==> config.mk <==
export PLATFORM = sky130hd
export DESIGN_NAME = twiddle_gen
export DESIGN_NICKNAME = d
export VERILOG_FILES = /design/src/rtl/twiddle_gen.sv
export SDC_FILE = /design/constraint.sdc
export NUM_CORES = 1
export LEC_CHECK = 0
export BUFFER_PORTS_ARGS = -buffer_cell sky130_fd_sc_hd__buf_2
export CORE_UTILIZATION = 45
export CTS_CLUSTER_DIAMETER = 60
export DETAILED_ROUTE_END_ITERATION = 8
export GPL_TIMING_DRIVEN = 0
export PLACE_DENSITY = 0.74
export SETUP_SLACK_MARGIN = 0.05
export SLEW_MARGIN = 20
export SYNTH_ARGS = -nofsm -noshare
export SYNTH_HDL_FRONTEND = slang
export SYNTH_SLANG_ARGS = --single-unit
export TNS_END_PERCENT = 20
==> constraint.sdc <==
create_clock -name clk -period 5.6 [get_ports clk]
set_clock_uncertainty 0.05 [all_clocks]
set_input_delay 0.84 -clock clk [delete_from_list [all_inputs] [get_ports clk]]
set_output_delay 0.84 -clock clk [all_outputs]
set_load 0.02 [all_outputs]
==> src/rtl/twiddle_gen.sv <==
// Streaming radix-2 FFT twiddle generator: quarter-wave cosine ROM, symmetry reconstruction, valid/ready output.
// Optional macro TWIDDLE_INV_EN adds the 'inv' port for conjugate (IFFT) twiddles.
module twiddle_gen #(
    parameter int LOG2N = 6,
    parameter int FRAC  = 8
) (
    input  logic                       clk,
    input  logic                       rst,
    input  logic                       start,
    input  logic [$clog2(LOG2N)-1:0]   stage,
    output logic                       busy,
    output logic                       tw_valid,
    input  logic                       tw_ready,
    output logic signed [FRAC+1:0]     tw_re,
    output logic signed [FRAC+1:0]     tw_im,
    output logic [LOG2N-2:0]           tw_idx,
    output logic                       tw_last
`ifdef TWIDDLE_INV_EN
    ,
    input  logic                       inv
`endif
);

    localparam int W  = FRAC + 2;
    localparam int N  = 1 << LOG2N;
    localparam int Q  = N / 4;
    localparam int JW = LOG2N - 1;
    localparam int SW = $clog2(LOG2N);
    localparam logic [JW-1:0] QV = JW'(Q);

    localparam longint PI_FX  = 64'sd3373259426;
    localparam longint ONE_FX = 64'sd1073741824;

    // Cosine in 2.30 fixed point by Taylor series, so the table needs no real arithmetic at elaboration.
    function automatic logic [(Q+1)*W-1:0] buildRom();
        logic [(Q+1)*W-1:0] rom;
        longint x, x2, term, sum, v;
        rom = '0;
        for (int m = 0; m <= Q; m++) begin
            x    = (2 * PI_FX * m) / N;
            x2   = (x * x) >>> 30;
            term = ONE_FX;
            sum  = ONE_FX;
            for (int k = 1; k <= 14; k++) begin
                term = -((term * x2) >>> 30) / longint'((2 * k - 1) * (2 * k));
                sum  = sum + term;
            end
            v = ((sum <<< FRAC) + (ONE_FX >>> 1)) >>> 30;
            if (v < 0) v = 0;
            rom[m*W +: W] = v[W-1:0];
        end
        return rom;
    endfunction

    localparam logic [(Q+1)*W-1:0] ROM_FLAT = buildRom();

    typedef enum logic {IDLE, RUN} state_t;

    state_t                r_state;
    logic                  r_busy;
    logic [SW-1:0]         r_stage;
    logic [JW-1:0]         r_cnt;
    logic [JW-1:0]         r_cntMax;
    logic                  r_issue;
    logic                  r_inv;
    logic                  r_s1Valid;
    logic                  r_s1Last;
    logic                  r_s1Hi;
    logic [JW-1:0]         r_s1J;
    logic [W-1:0]          r_s1ReMag;
    logic [W-1:0]          r_s1ImMag;
    logic                  r_outValid;
    logic                  r_outLast;
    logic [JW-1:0]         r_outJ;
    logic signed [W-1:0]   r_outRe;
    logic signed [W-1:0]   r_outIm;

    logic [W-1:0]          w_rom [0:Q];
    logic [JW-1:0]         w_j;
    logic                  w_jHi;
    logic [JW-1:0]         w_addrRe;
    logic [JW-1:0]         w_addrIm;
    logic [JW-1:0]         w_newMax;
    logic                  w_accept;
    logic                  w_stall;
    logic                  w_adv;
    logic                  w_issue;
    logic                  w_lastIssue;
    logic                  w_done;
    logic                  w_invIn;
    logic signed [W-1:0]   w_re;
    logic signed [W-1:0]   w_im;

    for (genvar m = 0; m <= Q; m++) begin : g_rom
        assign w_rom[m] = ROM_FLAT[m*W +: W];
    end

`ifdef TWIDDLE_INV_EN
    assign w_invIn = inv;
`else
    assign w_invIn = 1'b0;
`endif

    // Upper half of the half-circle mirrors about Q; 0 - j wraps to 2Q - j in JW bits.
    assign w_j         = r_cnt << r_stage;
    assign w_jHi       = (w_j >= QV);
    assign w_addrRe    = w_jHi ? (JW'(0) - w_j) : w_j;
    assign w_addrIm    = w_jHi ? (w_j - QV) : (QV - w_j);
    assign w_newMax    = JW'((N >> (int'(stage) + 1)) - 1);
    assign w_accept    = (r_state == IDLE) && start && (int'(stage) < LOG2N);
    assign w_stall     = r_outValid && !tw_ready;
    assign w_adv       = !w_stall;
    assign w_issue     = (r_state == RUN) && r_issue && w_adv;
    assign w_lastIssue = (r_cnt == r_cntMax);
    assign w_done      = r_outValid && tw_ready && r_outLast;
    assign w_re        = r_s1Hi ? -$signed(r_s1ReMag) : $signed(r_s1ReMag);
    assign w_im        = r_inv ? $signed(r_s1ImMag) : -$signed(r_s1ImMag);

    always_ff @(posedge clk or posedge rst) begin
        if (rst) begin
            r_state    <= IDLE;
            r_busy     <= 1'b0;
            r_stage    <= '0;
            r_cnt      <= '0;
            r_cntMax   <= '0;
            r_issue    <= 1'b0;
            r_inv      <= 1'b0;
            r_s1Valid  <= 1'b0;
            r_s1Last   <= 1'b0;
            r_s1Hi     <= 1'b0;
            r_s1J      <= '0;
            r_s1ReMag  <= '0;
            r_s1ImMag  <= '0;
            r_outValid <= 1'b0;
            r_outLast  <= 1'b0;
            r_outJ     <= '0;
            r_outRe    <= '0;
            r_outIm    <= '0;
        end else begin
            case (r_state)
                IDLE: begin
                    if (w_accept) begin
                        r_state  <= RUN;
                        r_busy   <= 1'b1;
                        r_stage  <= stage;
                        r_cnt    <= '0;
                        r_cntMax <= w_newMax;
                        r_issue  <= 1'b1;
                        r_inv    <= w_invIn;
                    end
                end
                RUN: begin
                    if (w_done) begin
                        r_state <= IDLE;
                        r_busy  <= 1'b0;
                    end
                end
                default: r_state <= IDLE;
            endcase

            if (w_issue) begin
                r_cnt <= r_cnt + 1'b1;
                if (w_lastIssue) r_issue <= 1'b0;
            end

            // Both pipeline stages move together; a held output freezes everything behind it.
            if (w_adv) begin
                r_s1Valid <= w_issue;
                if (w_issue) begin
                    r_s1J     <= w_j;
                    r_s1Hi    <= w_jHi;
                    r_s1Last  <= w_lastIssue;
                    r_s1ReMag <= w_rom[w_addrRe];
                    r_s1ImMag <= w_rom[w_addrIm];
                end
                r_outValid <= r_s1Valid;
                r_outLast  <= r_s1Valid && r_s1Last;
                if (r_s1Valid) begin
                    r_outJ  <= r_s1J;
                    r_outRe <= w_re;
                    r_outIm <= w_im;
                end
            end
        end
    end

    assign busy     = r_busy;
    assign tw_valid = r_outValid;
    assign tw_last  = r_outLast;
    assign tw_idx   = r_outJ;
    assign tw_re    = r_outRe;
    assign tw_im    = r_outIm;

endmodule

==> After elaboration in Yosys (flattened, before gate mapping) <==
Memory sizes are Yosys's and may differ from the RTL's. A register that Yosys moved wholly into a read port is not among the register bits.
Index checks and enable logic that the tools add are counted.
{ "classes": {"n_shift": 2, "n_eq_ne": 4, "bitwise_logic": 4, "n_lt_le_gt_ge": 2, "n_addsub": 8, "reduce_logical": 16, "muxes": 16} }
{ "op_table": {"columns": ["cell", "count"], "rows": [
  ["$mux W5", 5],
  ["$neg A10 Y10", 2],
  ["$not A5 Y6", 2],
  ["$mux W10", 1],
  ["$reduce_and A2 Y1", 5],
  ["$logic_and A1 B1 Y1", 8],
  ["$mux W1", 8],
  ["$shr A7 B4 Y5 const A", 1],
  ["$add A5 B1 Y5 const B", 1],
  ["$eq A5 B5 Y1", 1],
  ["$ge A5 B5 Y1 const B", 1],
  ["$shl A5 B3 Y5", 1],
  ["$sub A1 B5 Y5 const A", 1],
  ["$sub A5 B2 Y5 const B", 1],
  ["$sub A5 B5 Y5 const A", 1],
  ["$sub A5 B5 Y5 const B", 1],
  ["$add A3 B1 Y4 const B", 1],
  ["$ne A2 B1 Y1 const B", 2],
  ["$pmux W1 S2", 2],
  ["$lt A3 B3 Y1 const B", 1],
  ["$logic_not A1 Y1", 2],
  ["$ne A2 B2 Y1 const B", 1],
  ["$not A1 Y1", 2],
  ["$reduce_bool A2 Y1", 1]
]} }
{ "word_totals": {"regBits": 51, "in_bits": 7, "out_inout_bits": 28, "mem_count": 2, "romBits": 640} }
{ "mem_list": {"columns": ["memory", "words", "width", "rd", "rd_ports_with_merged_regs", "wr", "line", "rtl"], "rows": [
  ["(name not given)", 32, 10, 1, 1, 0, "174", "r_s1ImMag <= w_rom[w_addrIm];"],
  ["(name not given)", 32, 10, 1, 1, 0, "173", "r_s1ReMag <= w_rom[w_addrRe];"]
]} }

==> Depth between registers and ports, before layout <==
Gate-level depths: netlist (run 1).
{ "depth": {"word_depth": 7, "depth_mapped": 12} }

==> Worst setup path after synthesis (run 1) <==
OpenSTA, ideal clock, no wires.
{ "synth_path": {"path_type": "reg2reg", "start": "reg r_stage[2]", "end": "reg r_s1ImMag[4]", "path_slack_ns": 2.746, "arrival_time_ns": 2.683, "n_path_buf": 1, "setup_ns": 0.121, "path_stages_with_launch": 11, "path_cell_list": "dfrtp_1 > buf_2 > nor2_2 > nand3b_1 > ha_1 > a31oi_1 > inv_1 > ha_1 > a311oi_2 > a22o_1 > a22o_1"} }
{ "synth_via": {"elab_chain_len": 4} }
{ "synth_lines": {"columns": ["element", "line", "rtl"], "rows": [
  ["start: declaration", "61", "logic [SW-1:0] r_stage;"],
  ["start signal: assignment", "145", "r_stage <= stage;"],
  ["$shl A5 B3 Y5 *", "105", "assign w_j = r_cnt << r_stage;"],
  ["$sub A5 B5 Y5 or $ge A5 B5 Y1 (tied branches)", "108, 106", null],
  ["$mux W5 *", "108", "assign w_addrIm = w_jHi ? (w_j - QV) : (QV - w_j);"],
  ["$not A5 Y6 (implied by the code) *", "174", null],
  ["end: declaration", "71", "logic [W-1:0] r_s1ImMag;"]
]} }
Mark *: on every way between the ends. The rest lies on a longest branch, timed or not.
A chain may end at the register's enable or synchronous reset.

==> Final worst setup path (run 1) <==
{ "layout_path": {"start": "reg r_stage[2]", "end": "reg r_s1ImMag[3]"} }
Same word-level chain as after synthesis.

==> results.md, run 1 <==
- Register area share after synthesis: 42.16%
- Initial antenna violation count: 0
- EDFF count, synth: 0
- Status: finished clean
- IO Count: 35
- Clock latency on the worst-skew pair: 350 ps
- Final core utilization: 53.03%
- Slew at the pin closest to its max-slew limit: 739.1 ps
- Die area: 9486 sq um
- Startpoint types: flip-flop
- Site Rows: 34
- Reg clk slew, reported paths: 80 ps
- DRT Wirelength: 9.422 mm
- Num CTS Buffers: 9
- TNS Setup: 0 ps
- Post-route minimum period: 3754 ps
- Synth warn: 0
- CTS root buffer: clkbuf_8
- Starting DRT DRC Count: 266
- Via count: 3,391
- Cell Area, Synth: 4095 sq um
- Top FF cell, synth: dfrtp_1
- Htree depth: 3
- RSZ-0062 raised after global routing: no
- FFs w/ async S/R, synth: 100.0%
- Endpoint class of the critical path: flip-flop
- Hold_buf cts: 0
- Largest net degree at the start of global routing: 46
- Routed Antenna Nets: 0
- Syn Area/Cell: 9.371 sq um
- Crit path DAT: 3930 ps
- Nets: 503
- Layout cell share with drive strength beyond 1: 18.44%
- Die Wd: 97.40 um
- Max-slew violations: 0
- # setup viols final: 0
- Initial core utilization: 46.73%
- Grt ovf: 0
- Max-Cap Viols: 0
- Worst Setup SP: r_stage[2]$_DFFE_PP0P_
- Number of global-route vias before repair: 3,321
- Ant diodes: 0
- Distinct cell type count after synthesis: 60
- Worst R2R Path Depth: 11
- Kind of critical path: flip-flop to flip-flop
- Post-CTS setup buffers: 0
- Port bufs: 34
- Cells after Synth: 437
- Global-route wire length before repair: 16.10 mm
- Setup slack, reg-to-reg: 1850 ps
- Fmax achieved: 266.4 MHz
- CTS sink count: 69
- Hold Violations, Final: 0
- Layout area overhead: 13.47%
- Slew Limit Headroom: 50.73%
- Vias per inst: 5.690
- Worst EP required: 5770 ps
- Worst setup path endpoint: r_s1ImMag[3]$_DFFE_PP0P_
- Post-cts sizing count: 0
- Worst r2r src: r_stage[2]$_DFFE_PP0P_
- GRT Util Overall: 20.99%
- Wire per inst: 15.81 um
- Worst Hold Class: input pin to async pin
- Synth Register Bits: 69
- CP max FO: 11
- Post-route DRC violation count: 0
- GP Congestion: 0.9379
- TritonCTS clock tree: yes
- Clock Tree Buf Depth: 2
- Syn Nets: 457
- Reg-to-Reg End: r_s1ImMag[3]$_DFFE_PP0P_
- Die height: 97.40 um
- Core ar.: 8763 sq um
- First drt pass iteration count: 6
- Post-route clock period utilization: 67.04%
- DP HPWL: 6.961 mm
-- layout make-up --
type | instances | area, sq um
timing repair buffer | 35 | 190.2
sequential | 69 | 1727
multi-input combinational | 327 | 2185
buffer | 29 | 138.9
tap | 108 | 135.1
fill | 787 | 4116
inverter | 12 | 47.55
clock inverter | 5 | 82.58
clock buffer | 11 | 141.4
-- synth_stat cells (all sizes together), types with 3 or more instances --
cell type  number  area share (%)
dfrtp          69              42
clkbuf         19             1.7
buf            10             1.6
nor3            5            0.61
o32ai           3            0.83
a22o            9             1.9
nor2b           6            0.92
nand2          56             5.1
o32a            3            0.73
o211ai          3            0.55
o21ai          47             5.9
o21a            4            0.73
ha             13             4.0
nand2b          4            0.61
o31ai           7             1.3
a211oi          7             1.7
o22ai           6             1.1
xor2           14             3.0
a21oi          18             2.2
xnor2          13             3.3
nand4           3            0.46
mux2           16             4.5
nor2           36             3.4
or3             5            0.76
mux2i           7             1.7
nand3           9             1.1
nor4            4            0.61
a31oi           3            0.46
inv            12             1.1
-- placed cells by master (no fill, tap or decap), types with 3 or more instances in the layout --
cell,instances
o21a_1,4
clkbuf_1,20
o21ai_1,3
xor2_1,14
clkbuf_8,10
nand3_1,9
mux2_2,15
o32a_1,3
xnor2_2,3
o21ai_0,42
nor2b_1,6
xnor2_1,10
o22ai_1,5
a22o_1,9
o31ai_1,7
o211ai_1,3
buf_2,40
mux2i_1,7
a21oi_1,18
a31oi_1,3
nor2_1,35
ha_1,13
dfrtp_1,69
buf_6,3
nor3_1,5
a211oi_1,5
nand4_1,3
or3_1,5
nor4_1,4
nand2b_1,4
nand2_1,56
inv_1,11
-- worst max-delay path, cell delays in order, from the launching register on --
cell and delay, ps:
dfrtp_1 380, buf_2 200, nor2_2 330, nand3b_1 500, ha_1 570, a31oi_1 450
inv_1 130, ha_1 420, o21ai_0 130, o211ai_1 120, a31oi_1 60, o41ai_1 280
-- layer usage --
metal / GRT usage (%) / routed length (um) / vias up / part of all wire (%)
met1: 27.67 / 4358 / 1616 / 46
met3: 4.029 / 458 / 17 / 4.9
met2: 34.21 / 4440 / 102 / 47
met5: 0 / 0 / - / 0
li1: - / - / 1656 / -
met4: 7.919 / 164 / 0 / 1.7
-- worst min-delay path by stage --
stage,end,depth (start not counted)
global route,tw_last$_DFFE_PP0N_,2
global placement,tw_im[3]$_DFFE_PP0P_,2
detailed placement,tw_im[3]$_DFFE_PP0P_,2
finish,tw_last$_DFFE_PP0N_,2
CTS,tw_last$_DFFE_PP0N_,2
floorplan,r_s1J[0]$_DFFE_PP0P_,2
-- through the flow --
step	setup WS, ps	instance area (sq um)	hold slack [ps]	instances
global placement	2014	4400	400.9	579
CTS	1899	4647	403.4	596
finish	1846	4647	399.1	596
floorplan	2746	4095	396.0	437
global route	1620	4647	426.4	596
detailed placement	1949	4423	409.0	580
-- registers in the layout (all words and copies together), names as in the netlist, 3 cells and up --
signal,cells
r_s1J,5
r_s1ReMag,9
r_cnt,5
r_stage,3
tw_im,10
r_s1ImMag,9
tw_idx,5
tw_re,10
r_cntMax,5
-- cell families (layout without fill, tap and decap cells) --
group           Yosys count  in the layout  synth area share [%]
simple gates            138            138                 15.40
xor+xnor                 27             27                 6.325
fa+ha+maj                13             13                 3.972
flops                    69             69                 42.16
buf+inv                  41             92                 4.491
compound gates          126            126                 21.45
mux                      23             23                 6.202
Power of run 1 is left out: the tool's default activity adds up to more than one toggle a clock period on the data nets, which glitch-free logic cannot reach.
==> inputs of run 2 (changes only) <==
--- a/config.mk
+++ b/config.mk
@@ -10,7 +10,7 @@
 export CTS_CLUSTER_DIAMETER = 60
 export DETAILED_ROUTE_END_ITERATION = 8
 export GPL_TIMING_DRIVEN = 0
-export PLACE_DENSITY = 0.74
+export PLACE_DENSITY = 0.76
 export SETUP_SLACK_MARGIN = 0.05
 export SLEW_MARGIN = 20
 export SYNTH_ARGS = -nofsm -noshare
==> constraint.sdc (replaced) <==
create_clock -name clk -period 3.2 [get_ports clk]
set_clock_uncertainty 0.05 [all_clocks]
set_input_delay 0.48 -clock clk [delete_from_list [all_inputs] [get_ports clk]]
set_output_delay 0.48 -clock clk [all_outputs]
set_load 0.02 [all_outputs]
==> results.md, run 2 (same netlist as run 1, synthesis figures left out) <==
- CTS root buffer: clkbuf_8 (unchanged)
- FILL cells: 764 (was 787)
- Max-Cap Viols: 0 (unchanged)
- DP Cell Count: 580 (unchanged)
- Core ar.: 8763 sq um (unchanged)
- Die height: 97.40 um (unchanged)
- Grt ovf: 0 (unchanged)
- First drt pass iteration count: 5 (was 6)
- Slew Limit Headroom: 51.22% (was 50.73%)
- Max-slew violations: 0 (unchanged)
- Site Rows: 34 (unchanged)
- Status: finished clean (unchanged)
- DRT Wirelength: 9.806 mm (was 9.422 mm)
- Vias per inst: 5.808 (was 5.690)
- Htree depth: 3 (unchanged)
- Reg area: 1727 sq um (unchanged)
- Largest net degree at the start of global routing: 46 (unchanged)
- Finished Layout Cells: 599 (was 596)
- Wire per inst: 16.37 um (was 15.81 um)
- Clock latency on the worst-skew pair: 350 ps (about the same)
- Kind of critical path: flip-flop to flip-flop (unchanged)
- GRT Util Overall: 21.68% (was 20.99%)
- Commonest non-fill, non-tap cell in the layout: dfrtp_1 (unchanged)
- Layout cell share with drive strength beyond 1: 20.57% (was 18.44%)
- Clock Tree Buf Depth: 2 (unchanged)
- IO Count: 35 (unchanged)
- Startpoint types: flip-flop (unchanged)
- CP max FO: 10 (was 11)
- Highest-count cells in the layout ignoring fill and taps: 69 x dfrtp_1, 56 x nand2_1, 42 x o21ai_0 (unchanged)
- Nets: 506 (was 503)
- Via count: 3,479 (was 3,391)
- Worst Hold Class: input pin to async pin (unchanged)
- Initial antenna violation count: 0 (unchanged)
- Die area: 9486 sq um (unchanged)
- Number of global-route vias before repair: 3,461 (was 3,321)
- Post-route minimum period: 2986 ps (was 3754 ps)
- Crit path DAT: 3220 ps (was 3930 ps)
- Starting DRT DRC Count: 240 (was 266)
- Worst EP required: 3430 ps (was 5770 ps)
- Post-route clock period utilization: 93.31% (was 67.04%)
- Worst Setup SP: r_stage[0]$_DFFE_PP0P_ (was r_stage[2]$_DFFE_PP0P_)
- GP Congestion: 0.9532 (was 0.9379)
- TritonCTS clock tree: yes (unchanged)
- Area occupied by multi-input gates: 2236 sq um (was 2185 sq um)
- CTS sink count: 69 (unchanged)
- Initial core utilization: 46.73% (unchanged)
- Port bufs: 34 (unchanged)
- Hold_buf cts: 0 (unchanged)
- Reg clk slew, reported paths: 80 ps (about the same)
- Routed Antenna Nets: 0 (unchanged)
- Global-route wire length before repair: 16.64 mm (was 16.10 mm)
- Num CTS Buffers: 9 (unchanged)
- Endpoint class of the critical path: flip-flop (unchanged)
- Layout area overhead: 15.12% (was 13.47%)
- Worst r2r src: r_stage[0]$_DFFE_PP0P_ (was r_stage[2]$_DFFE_PP0P_)
- Post-route DRC violation count: 0 (unchanged)
- Ant diodes: 0 (unchanged)
- Hold Violations, Final: 0 (unchanged)
- Fmax achieved: 334.9 MHz (was 266.4 MHz)
- # setup viols final: 0 (unchanged)
- DP HPWL: 7.172 mm (was 6.961 mm)
- Die Wd: 97.40 um (unchanged)
- Slew at the pin closest to its max-slew limit: 731.6 ps (was 739.1 ps)
- RSZ-0062 raised after global routing: yes (was no)
[run 2: cell types whose count changed in the layout (fill, tap and decap cells not counted), sizes merged]
cell,delta
inv,+1
clkbuf,-1
buf,+3
clkinvlp,+1
bufinv,-1
[run 2: final cells by class]
cell class,instances,share of cell area (%)
sequential,69,36.62
timing repair buffer,38,4.671
clock inverter,6,1.460
clock buffer,10,2.919
tap,108,2.866
inverter,12,1.008
buffer,29,3.025
multi-input combinational,327,47.43
[run 2: repair_timing]
action	in CTS	in global routing
endpoints found under the setup margin	13	9
gates resized for setup	4	10
cloned	0	0
pin swaps	0	1
buffers inserted	1	2
[run 2: path summary, 6_finish.rpt]
| check | end | slack (ps) | depth (start not counted) |
|---|---|---|---|
| worst max register to register | r_s1ReMag[5]$_DFFE_PP0P_ | 210 | 10 |
| worst min register to register | tw_im[3]$_DFFE_PP0P_ | 420 | 2 |
| max in group asynchronous | r_s1ReMag[6]$_DFFE_PP0P_ | 2520 | 3 |
| worst max-delay path | r_s1ReMag[5]$_DFFE_PP0P_ | 210 | 10 |
| min in group clk | r_cntMax[0]$_DFFE_PP0P_ | 330 | 2 |
| worst min-delay path | tw_idx[3]$_DFFE_PP0P_ | 50 | 2 |
[run 2: worst max-delay path, stage by stage, from the launching register on]
cell and delay [ps]:
dfrtp_1 420, buf_4 220, mux2i_4 270, nand2b_4 220
ha_2 170, clkbuf_1 330, nor2_1 210, xnor2_2 330
mux2_2 380, a21oi_1 160, a22o_1 140
[run 2: per-stage QoR]
| stage | hold slack, ps | setup slack, ps | TNS (ps) | cell area (sq um) | utilization (%) |
|---|---|---|---|---|---|
| final | 45.00 | 214.1 | 0 | 4715 | 53.80 |
| after global routing | 68.34 | 21.36 | 0 | 4715 | 53.80 |
| after CTS | 40.12 | 43.10 | 0 | 4663 | 53.21 |
| after detailed placement | 400.3 | -468.8 | -2640 | 4431 | 50.56 |
| after global placement | 399.5 | -382.6 | -1527 | 4400 | 50.21 |
| after floorplan | 396.0 | 346.1 | 0 | 4095 | - |
[run 2: metal layers]
metal	GRT usage [%]	vias up	wire length (um)
li1	-	1672	-
met1	28.30	1699	4443
met2	35.50	89	4797
met3	3.885	19	369
met4	8.937	0	195
met5	0	-	0
Power of run 2 is left out for the same reason.
